### src/rtl/cook_timer.sv
`default_nettype none
// ============================================================================
// Module      : cook_timer
// Description : Microwave cook controller. It counts down a mm:ss cook time,
//               pulses the magnetron on a power-slot duty cycle, pauses on
//               stop or an open door, and beeps for a fixed time when done.
// Revision    : 1.0 - initial release
// ============================================================================
module cook_timer #(
    parameter int SLOT_CYCLES = 6250000,
    parameter int BEEP_SECS   = 3
) (
    input  logic       clk,
    input  logic       rst,
    input  logic [3:0] time_minutes,
    input  logic [3:0] time_seconds,
    input  logic [2:0] power_level,
    input  logic       start,
    input  logic       stop,
    input  logic       door_open,
    output logic [3:0] remain_minutes,
    output logic [5:0] remain_seconds,
    output logic       magnetron_on,
    output logic       lamp_on,
    output logic       beep,
    output logic       busy
);

    localparam int c_cw = (SLOT_CYCLES > 1) ? $clog2(SLOT_CYCLES) : 1;
    localparam int c_bw = (BEEP_SECS > 1) ? $clog2(BEEP_SECS) : 1;

    localparam logic [c_cw-1:0] c_cnt_last  = c_cw'(SLOT_CYCLES - 1);
    localparam logic [c_cw-1:0] c_cnt_one   = c_cw'(1);
    localparam logic [c_bw-1:0] c_beep_last = c_bw'(BEEP_SECS - 1);
    localparam logic [c_bw-1:0] c_beep_one  = c_bw'(1);

    localparam logic [1:0] c_st_idle  = 2'd0;
    localparam logic [1:0] c_st_run   = 2'd1;
    localparam logic [1:0] c_st_pause = 2'd2;
    localparam logic [1:0] c_st_done  = 2'd3;

    logic [1:0]      r_state;
    logic [3:0]      r_min;
    logic [5:0]      r_sec;
    logic [2:0]      r_power;
    logic [c_cw-1:0] r_cnt;
    logic [2:0]      r_slot;
    logic [c_bw-1:0] r_beep_cnt;

    logic            w_tick;
    logic            w_prescale_on;
    logic [3:0]      w_add_min;
    logic [5:0]      w_add_sec;
    logic [3:0]      w_dec_min;
    logic [5:0]      w_dec_sec;
    logic            w_dec_zero;
    logic            w_load_ok;

    // One-second tick: last cycle of the last power slot
    assign w_tick        = (r_cnt == c_cnt_last) && (r_slot == 3'd7);
    assign w_prescale_on = (r_state == c_st_run) || (r_state == c_st_done);
    assign w_load_ok     = start && !stop && !door_open &&
                           ((time_minutes != 4'd0) || (time_seconds != 4'd0));

    // Remaining time plus 30 s, carrying into minutes and saturating at 15:59
    always_comb begin
        w_add_min = r_min;
        w_add_sec = r_sec;
        if (r_sec >= 6'd30) begin
            if (r_min == 4'd15) begin
                w_add_min = 4'd15;
                w_add_sec = 6'd59;
            end else begin
                w_add_min = r_min + 4'd1;
                w_add_sec = r_sec - 6'd30;
            end
        end else begin
            w_add_sec = r_sec + 6'd30;
        end
    end

    // Remaining time minus one second, borrowing from minutes
    always_comb begin
        w_dec_min = r_min;
        w_dec_sec = r_sec - 6'd1;
        if (r_sec == 6'd0) begin
            w_dec_min = r_min - 4'd1;
            w_dec_sec = 6'd59;
        end
        w_dec_zero = (w_dec_min == 4'd0) && (w_dec_sec == 6'd0);
    end

    // Main controller: state, remaining time, latched power, prescaler, beep count
    always_ff @(posedge clk or posedge rst) begin
        if (rst) begin
            r_state    <= c_st_idle;
            r_min      <= 4'd0;
            r_sec      <= 6'd0;
            r_power    <= 3'd0;
            r_cnt      <= '0;
            r_slot     <= 3'd0;
            r_beep_cnt <= '0;
        end else begin
            // Prescaler free-runs only in RUN/DONE; it sits at zero elsewhere,
            // so every entry into RUN from IDLE/PAUSE starts a fresh second.
            if (w_prescale_on) begin
                if (r_cnt == c_cnt_last) begin
                    r_cnt  <= '0;
                    r_slot <= r_slot + 3'd1;
                end else begin
                    r_cnt <= r_cnt + c_cnt_one;
                end
            end else begin
                r_cnt  <= '0;
                r_slot <= 3'd0;
            end

            case (r_state)
                c_st_idle: begin
                    if (w_load_ok) begin
                        r_min   <= time_minutes;
                        r_sec   <= {2'b00, time_seconds};
                        r_power <= power_level;
                        r_state <= c_st_run;
                    end
                end
                c_st_run: begin
                    if (stop || door_open) begin
                        r_state <= c_st_pause;
                    end else if (start) begin
                        // The add wins over a coincident tick: no decrement
                        r_min <= w_add_min;
                        r_sec <= w_add_sec;
                    end else if (w_tick) begin
                        r_min <= w_dec_min;
                        r_sec <= w_dec_sec;
                        if (w_dec_zero) begin
                            r_state    <= c_st_done;
                            r_cnt      <= '0;
                            r_slot     <= 3'd0;
                            r_beep_cnt <= '0;
                        end
                    end
                end
                c_st_pause: begin
                    if (stop) begin
                        r_min   <= 4'd0;
                        r_sec   <= 6'd0;
                        r_state <= c_st_idle;
                    end else if (start && !door_open) begin
                        r_state <= c_st_run;
                    end
                end
                default: begin
                    if (stop || door_open) begin
                        r_state <= c_st_idle;
                    end else if (w_tick) begin
                        if (r_beep_cnt == c_beep_last) begin
                            r_state <= c_st_idle;
                        end else begin
                            r_beep_cnt <= r_beep_cnt + c_beep_one;
                        end
                    end
                end
            endcase
        end
    end

    // Door gating is combinational so the magnetron drops in the same cycle;
    // the state term comes from an async-reset register, so rst drops it too.
    assign magnetron_on   = (r_state == c_st_run) && (r_slot <= r_power) && !door_open;
    assign lamp_on        = (r_state == c_st_run) || door_open;
    assign beep           = (r_state == c_st_done);
    assign busy           = (r_state == c_st_run) || (r_state == c_st_pause);
    assign remain_minutes = r_min;
    assign remain_seconds = r_sec;

endmodule
`default_nettype wire

### config.mk
export PLATFORM = sky130hd
export DESIGN_NAME = cook_timer
export DESIGN_NICKNAME = d
export VERILOG_FILES = /design/src/rtl/cook_timer.sv
export SDC_FILE = /design/constraint.sdc
export NUM_CORES = 1
export LEC_CHECK = 0
export ABC_AREA = 1
export ABC_CLOCK_PERIOD_IN_PS = 2560
export BUFFER_PORTS_ARGS = -buffer_cell sky130_fd_sc_hd__buf_2
export CELL_PAD_IN_SITES_DETAIL_PLACEMENT = 1
export CELL_PAD_IN_SITES_GLOBAL_PLACEMENT = 1
export CORE_MARGIN = 2
export CORE_UTILIZATION = 44
export CTS_BUF_LIST = sky130_fd_sc_hd__clkbuf_16
export DETAILED_ROUTE_END_ITERATION = 8
export PLACE_DENSITY_LB_ADDON = 0.1
export SKIP_CTS_REPAIR_TIMING = 1
export SYNTH_ARGS = -nofsm -noshare
export SYNTH_HDL_FRONTEND = slang
export SYNTH_SLANG_ARGS = --single-unit
### constraint.sdc
create_clock -name clk -period 2.56 [get_ports clk]
set_clock_uncertainty 0.1 [all_clocks]
set_input_delay 0.512 -clock clk [delete_from_list [all_inputs] [get_ports clk]]
set_output_delay 0.512 -clock clk [all_outputs]
set_load 0.01 [all_outputs]
==> results of run 1 <==
==> worst max-delay path, cell delays in order, from the launching register on <==
cell and delay (ns):
dfrtp_1 0.42, inv_1 0.10, ha_1 0.30, inv_1 0.20, nor3_1 0.20, buf_2 0.15
==> cells by family (layout without fill, tap and decap cells) <==
| group | after synthesis | count (layout) | share of synthesized area [%] |
|---|---|---|---|
| multiplexers | 1 | 1 | 0.350 |
| AND/OR/NAND/NOR | 217 | 217 | 34.0 |
| XOR/XNOR | 11 | 11 | 3.00 |
| adder cells (fa/ha/maj) | 19 | 19 | 7.39 |
| flip-flops | 43 | 43 | 33.4 |
| AO/OA/AOI/OAI | 71 | 71 | 13.1 |
| buffers and inverters | 68 | 102 | 8.75 |
==> where the power goes <==
group	internal [W]	total [W]	switching, W
sequential	0.000798	0.000974	0.000176
combinational	0.000673	0.00188	0.00121
clock	0.000360	0.000637	0.000277
total	0.00183	0.00350	0.00167
==> through the flow <==
stage	area, um2	worst slack, ns	power (W)
final	3620	0.290	0.00350
after detailed placement	3460	0.272	0.00287
after global routing	3620	0.0335	0.00382
after global placement	3460	0.340	0.00281
after floorplan	3220	0.597	0.00235
after CTS	3610	0.260	0.00353
==> routing by layer <==
metal	up-vias	track usage (%)	share of wire (%)
met2	35	42.4	52
li1	1479	-	-
met4	0	6.11	1.7
met3	10	2.95	2.1
met5	-	0	0
met1	1468	26.8	45
==> cell usage in the layout (no fill, tap or decap), types with 3 or more instances in the layout <==
cell type  count
nor2_4         4
o21ai_2        5
nor4_1         3
inv_2          5
ha_1          18
nand4_1        7
dfrtp_1       43
nand3b_1       3
nand2_2       12
clkinv_1       3
a31oi_1        3
inv_1         54
nor2_2         5
nor3_2         6
a21oi_1       16
nand2_1       86
clkbuf_16      5
buf_4          3
xor2_1         9
buf_2         29
nor2_1        44
nand3_1       23
nor3_1        14
o21ai_0       31
==> flip-flops by register name (all words and copies together) (netlist names) <==
signal	cells
r_beep_cnt	2
remain_seconds	6
r_state	2
remain_minutes	4
r_cnt	23
r_power	3
r_slot	3
==> layout make-up <==
class | count | area share (%)
clock buffer | 5 | 3.46
tap | 99 | 3.42
clock inverter | 3 | 0.553
multi-input combinational | 319 | 51.6
timing repair buffer | 32 | 4.64
sequential | 43 | 29.7
inverter | 62 | 6.57
==> final timing paths <==
path / start / slack (ns) / endpoint / depth (start not counted)
worst max-delay path: r_state[1] / 0.29 / magnetron_on / 5
worst min-delay path: rst / 0.27 / remain_minutes[3] / 3
worst max register to register: remain_seconds[1] / 0.33 / r_state[0] / 13
worst min register to register: r_cnt[0] / 0.36 / r_cnt[0] / 1
max in group asynchronous: rst / 1.67 / r_cnt[0] / 3
min in group clk: power_level[2] / 0.34 / r_power[2] / 3
==> impl_metrics.py, run 1 <==
metrics = {
    "drt": {
        "drt-pass1-iter-count": 4,
        "wl_per_cell_um": 14.9,
        "num_vias": 2992,
        "routed_wl_um": 8370,
        "via_per_inst": 5.31,
        "drc": 0,
        "postRouteAntennaNets": 0,
        "dr.first_iter.drc_count": 78,
    },
    "synth": {
        "synthCells": 430,
        "ys_async_sr_fraction_pct": 100,
        "synth_top_area_share_pct": 33.5,
        "synth.distinct_cells": 48,
        "syn_nets": 465,
        "ys_seq_area_share_pct": 33.5,
        "synth_edf_count": 0,
        "synth_common_cells": "86 x nand2_1, 55 x inv_1, 44 x nor2_1",
        "synth_area_leaders": "dfrtp_1 33%, nand2_1 10%, ha_1 7.4%",
        "dominantRegCellSynth": "dfrtp_1",
        "syn_area_per_cell_um2": 7.48,
        "yosys.area.top_type": "dfrtp_1",
        "netlist_area_um2": 3220,
        "ys_ff_latch": 43,
        "yosysMostFrequentCell": "nand2_1",
        "yosysWarnings": 0,
    },
    "placed_design": {
        "place.gp.congestion": 0.866,
        "hpwl_um": 6480,
        "numPortBuffers": 29,
        "dp_cells": 555,
    },
    "cts": {
        "clockRootBuffer": "clkbuf_16",
        "cts_tree": "built",
        "worstSkewPairLatency_ns": 0.29,
        "clkTransAtPathRegs_ns": 0.06,
        "cts_max_path_buffers": 2,
        "cts_htree_levels": 2,
        "clock_sinks": 43,
        "cts_buffers": 5,
    },
    "cells_and_area": {
        "postLayoutCoreUtil_pct": 50.4,
        "stdcell_count": 563,
        "layout-drive-gt1-share_pct": 19.0,
        "layout.nets": 498,
        "multi_input_area_um2": 1870,
        "area_delta_synth_final_pct": 12.4,
        "antenna_cells": 0,
        "nFillCells": 934,
        "ff_latch_area_um2": 1080,
    },
    "setup_path": {
        "cp_max_fo": 8,
        "critPathKind": "register to output port",
        "cp.arrival_ns": 1.66,
        "crit_path_start_kind": "register",
        "cp-end-kind": "output port",
        "crit_required_ns": 1.95,
    },
    "sta": {
        "max_freq_mhz": 441,
        "fin_crit_sh_pct": 88.7,
        "max_slew_margin_pct": 59.9,
        "fin_worst_hold_slack_ns": 0.274,
        "tightest_slew_ns": 0.601,
        "rsz0062_at_grt": "false",
        "slew_viol_final": 0,
        "layout_min_cycle_time_ns": 2.27,
        "hold_violations": 0,
        "finalSetupViolations": 0,
        "setup-tns-final_ns": 0,
    },
    "pwr": {
        "ir_drop_mv": 0.396,
        "pwr_density_cell_nw_per_um2": 967,
        "p_leak_nw": 1.66,
    },
    "min_path": {
        "hp-class": "input port to asynchronous set/reset pin",
    },
    "floorplanning": {
        "die_w_um": 89.5,
        "core-area_um2": 7180,
        "die_h_um": 89.5,
        "start_util_pct": 44.8,
        "rows": 31,
        "design.portCount": 30,
        "die_area_um2": 8010,
    },
    "grt": {
        "grt_max_degree": 44,
        "grt_pass1_vias": 3045,
        "grt_pass1_wl_um": 14000,
        "grtUsageTotal_pct": 22.6,
        "grt-ovfl-total": 0,
        "antenna_found_initial": 0,
    },
    "run": {
        "max-cap-violations": 0,
    },
    "outcome": {
        "outcome": "finished clean",
    },
}
Power figures use the tool's default switching activity.
==> run 2, diff against run 1 <==
--- a/config.mk
+++ b/config.mk
@@ -5,15 +5,15 @@
 export SDC_FILE = /design/constraint.sdc
 export NUM_CORES = 1
 export LEC_CHECK = 0
-export ABC_AREA = 1
 export ABC_CLOCK_PERIOD_IN_PS = 2560
 export BUFFER_PORTS_ARGS = -buffer_cell sky130_fd_sc_hd__buf_2
 export CELL_PAD_IN_SITES_DETAIL_PLACEMENT = 1
 export CELL_PAD_IN_SITES_GLOBAL_PLACEMENT = 1
 export CORE_MARGIN = 2
-export CORE_UTILIZATION = 44
+export CORE_UTILIZATION = 45
 export CTS_BUF_LIST = sky130_fd_sc_hd__clkbuf_16
 export DETAILED_ROUTE_END_ITERATION = 8
+export GPL_TIMING_DRIVEN = 0
 export PLACE_DENSITY_LB_ADDON = 0.1
 export SKIP_CTS_REPAIR_TIMING = 1
 export SYNTH_ARGS = -nofsm -noshare
==> run 2 against run 1 <==
Cell area is 4.9% higher. Die area is 5.0% lower. Total power is 13% higher. Global-route usage is 1.0 points higher. Synthesized cell count is 18% lower. Sequential power is 2.1% lower. Synthesized area is 3.1% lower. Core utilization is 5.8 points higher. Flip-flop and latch count stayed put. Combinational power is 15% higher. Sequential share of layout area is 1.3 points lower. Critical path type is now register to register. Critical endpoint is now r_state[0].
==> impl_metrics.py, run 2 <==
metrics = {
    "cells_and_area": {
        "final_cell_mix": "51 x nor2_1, 41 x dfrtp_1, 33 x buf_2",
        "area_delta_synth_final_pct": 21.7,
        "layout.nets": 437,
        "layout-drive-gt1-share_pct": 25.1,
        "largest_reg_flops": 23,
        "regMostFlops": "r_cnt",
        "antenna_cells": 0,
        "final_common_cell": "nor2_1",
    },
    "drt": {
        "routed_wl_um": 8920,
        "via_per_inst": 5.88,
        "drc": 0,
        "postRouteAntennaNets": 0,
        "dr.first_iter.drc_count": 60,
        "num_vias": 2838,
        "drt-pass1-iter-count": 4,
        "wl_per_cell_um": 18.5,
    },
    "grt": {
        "grt-ovfl-total": 0,
        "grt_pass1_vias": 2840,
        "grtUsageTotal_pct": 23.6,
        "grt_max_degree": 40,
        "grt_pass1_wl_um": 14100,
        "antenna_found_initial": 0,
    },
    "synth": {
        "dominantRegCellSynth": "dfrtp_1",
        "syn_area_per_cell_um2": 8.88,
        "yosysMostFrequentCell": "nor2_1",
        "synthCells": 351,
        "synth_area_leaders": "dfrtp_1 35%, ha_1 7.6%, nor2_1 6.1%",
        "yosysWarnings": 0,
        "synth_top_area_share_pct": 34.5,
        "ys_ff_latch": 43,
        "synth_edf_count": 0,
        "ys_seq_area_share_pct": 34.5,
        "netlist_area_um2": 3120,
        "yosys.area.top_type": "dfrtp_1",
        "synth.distinct_cells": 67,
        "syn_nets": 386,
        "synth_common_cells": "51 x nor2_1, 43 x dfrtp_1, 24 x inv_1",
        "ys_async_sr_fraction_pct": 100,
    },
    "min_path": {
        "hp-class": "input port to asynchronous set/reset pin",
    },
    "sta": {
        "finalSetupViolations": 0,
        "tightest_slew_ns": 0.467,
        "rsz0062_at_grt": "true",
        "setup-tns-final_ns": 0,
        "slew_viol_final": 0,
        "hold_violations": 0,
        "max_freq_mhz": 393,
        "fin_crit_sh_pct": 99.5,
        "layout_min_cycle_time_ns": 2.55,
        "fin_worst_hold_slack_ns": 0.00646,
        "finalWorstSetupSlack_ns": 0.0136,
        "max_slew_margin_pct": 68.6,
    },
    "setup_path": {
        "r2r_slack_ns": 0.01,
        "reg2reg_to": "r_state[0]",
        "cp-startpoint": "remain_seconds[1]",
        "critPathCapture": "r_state[0]",
        "critPathKind": "register to register",
        "crit_path_start_kind": "register",
        "rr_worst_depth": 11,
        "crit_required_ns": 2.64,
        "cp_max_fo": 5,
        "worstReg2RegStart": "remain_seconds[1]",
        "cp.arrival_ns": 2.63,
        "cp-end-kind": "register",
    },
    "cts": {
        "cts_max_path_buffers": 2,
        "clockRootBuffer": "clkbuf_16",
        "clkTransAtPathRegs_ns": 0.07,
        "cts_buffers": 5,
        "cts_tree": "built",
        "cts_htree_levels": 2,
        "worstSkewPairLatency_ns": 0.29,
        "clock_sinks": 43,
    },
    "placed_design": {
        "numPortBuffers": 29,
        "hpwl_um": 6120,
        "place.gp.congestion": 0.859,
        "pre_cts_ws_ns": -0.423,
    },
    "pwr": {
        "p_sw_share_pct": 41.4,
        "pwr_density_cell_nw_per_um2": 1040,
        "ir_drop_mv": 0.383,
        "p_leak_nw": 1.69,
        "power_frac_comb_pct": 54.7,
        "internal-power_w": 0.00231,
        "switching_power_w": 0.00163,
        "clockPowerShare_pct": 21.1,
        "seqPwrFrac_pct": 24.2,
    },
    "floorplanning": {
        "die_h_um": 87.2,
        "design.portCount": 30,
        "start_util_pct": 46.1,
        "core-area_um2": 6760,
        "die_w_um": 87.2,
        "die_area_um2": 7610,
        "rows": 30,
    },
    "outcome": {
        "outcome": "finished clean",
    },
    "run": {
        "max-cap-violations": 0,
    },
}
[run 2: changes by cell type after synthesis, sizes merged, moves of 5 or more]
cell,before,now
inv,59,24
clkbuf,1,9
nand3,26,10
xnor2,2,16
o21ai,37,10
nor3,21,7
and3,0,6
nand2,99,21
nand2b,0,7
and2,0,5
mux2,1,8
[run 2: worst min path at each step]
| stage | from | to | slack, ns | cells after the start |
|---|---|---|---|---|
| final | rst | remain_seconds[4] | 0.006 | 2 |
| after global routing | rst | remain_seconds[4] | 0.01 | 2 |
| after CTS | rst | remain_seconds[4] | 0.003 | 2 |
| after detailed placement | rst | remain_seconds[4] | 0.31 | 2 |
| after global placement | r_cnt[0] | r_cnt[0] | 0.35 | 1 |
| after floorplan | r_cnt[0] | r_cnt[0] | 0.32 | 1 |
[run 2: power groups by stage]
stage                     clock network, W  logic [W]  registers [W]
after CTS                         0.000851    0.00183       0.000942
after detailed placement                 0    0.00181       0.000955
after floorplan                          0    0.00131       0.000948
after global routing              0.000868    0.00235       0.000974
after global placement                   0    0.00175       0.000948
final                             0.000832    0.00216       0.000954
[run 2: cell type report]
class | instances | area [um2]
plain buffers | 14 | 85.1
clock buffers | 5 | 125
clock inverters | 3 | 63.8
fillers | 807 | 2960
inverters | 24 | 95.1
multi-input cells | 268 | 1960
flip-flops and latches | 43 | 1080
well taps | 80 | 100
repair buffers | 46 | 285
[run 2: kinds of logic (layout without fill, tap and decap cells)]
group	Yosys count	in the layout	synth area share (%)
AOI/OAI and AO/OA	71	71	16.7
xor gates and xnor gates	26	26	7.30
adders and majority gates	19	19	7.62
muxes	12	12	4.53
buffers and inverters	40	92	5.38
DFF	43	43	34.5
and+or+nand+nor	140	140	24.0
[run 2: through the flow]
step	util [%]	power (W)	instances	instance area, um2
5_1_grt	56.2	0.00419	483	3790
3_5_place_dp	50.1	0.00276	461	3380
3_3_place_gp	49.8	0.00270	460	3360
6_report	56.2	0.00394	483	3790
2_1_floorplan	-	0.00226	351	3120
4_1_cts	52.9	0.00362	469	3570
[run 2: routing by layer]
layer  part of all wire [%]  vias up  GRT usage (%)
met3                    2.8       21           2.65
met1                     43     1400           28.9
met2                     52       65           42.8
met4                    2.3        0           7.83
met5                      0        -              0
li1                       -     1352              -
[run 2: critical path, stage by stage, from the launching register on]
cell	delay [ns]
dfrtp_1	0.43
buf_6	0.16
inv_6	0.08
ha_4	0.14
nor3b_4	0.25
and2_4	0.19
buf_6	0.11
a21oi_2	0.07
o41ai_4	0.42
buf_4	0.18
o21bai_1	0.06
a211o_1	0.26
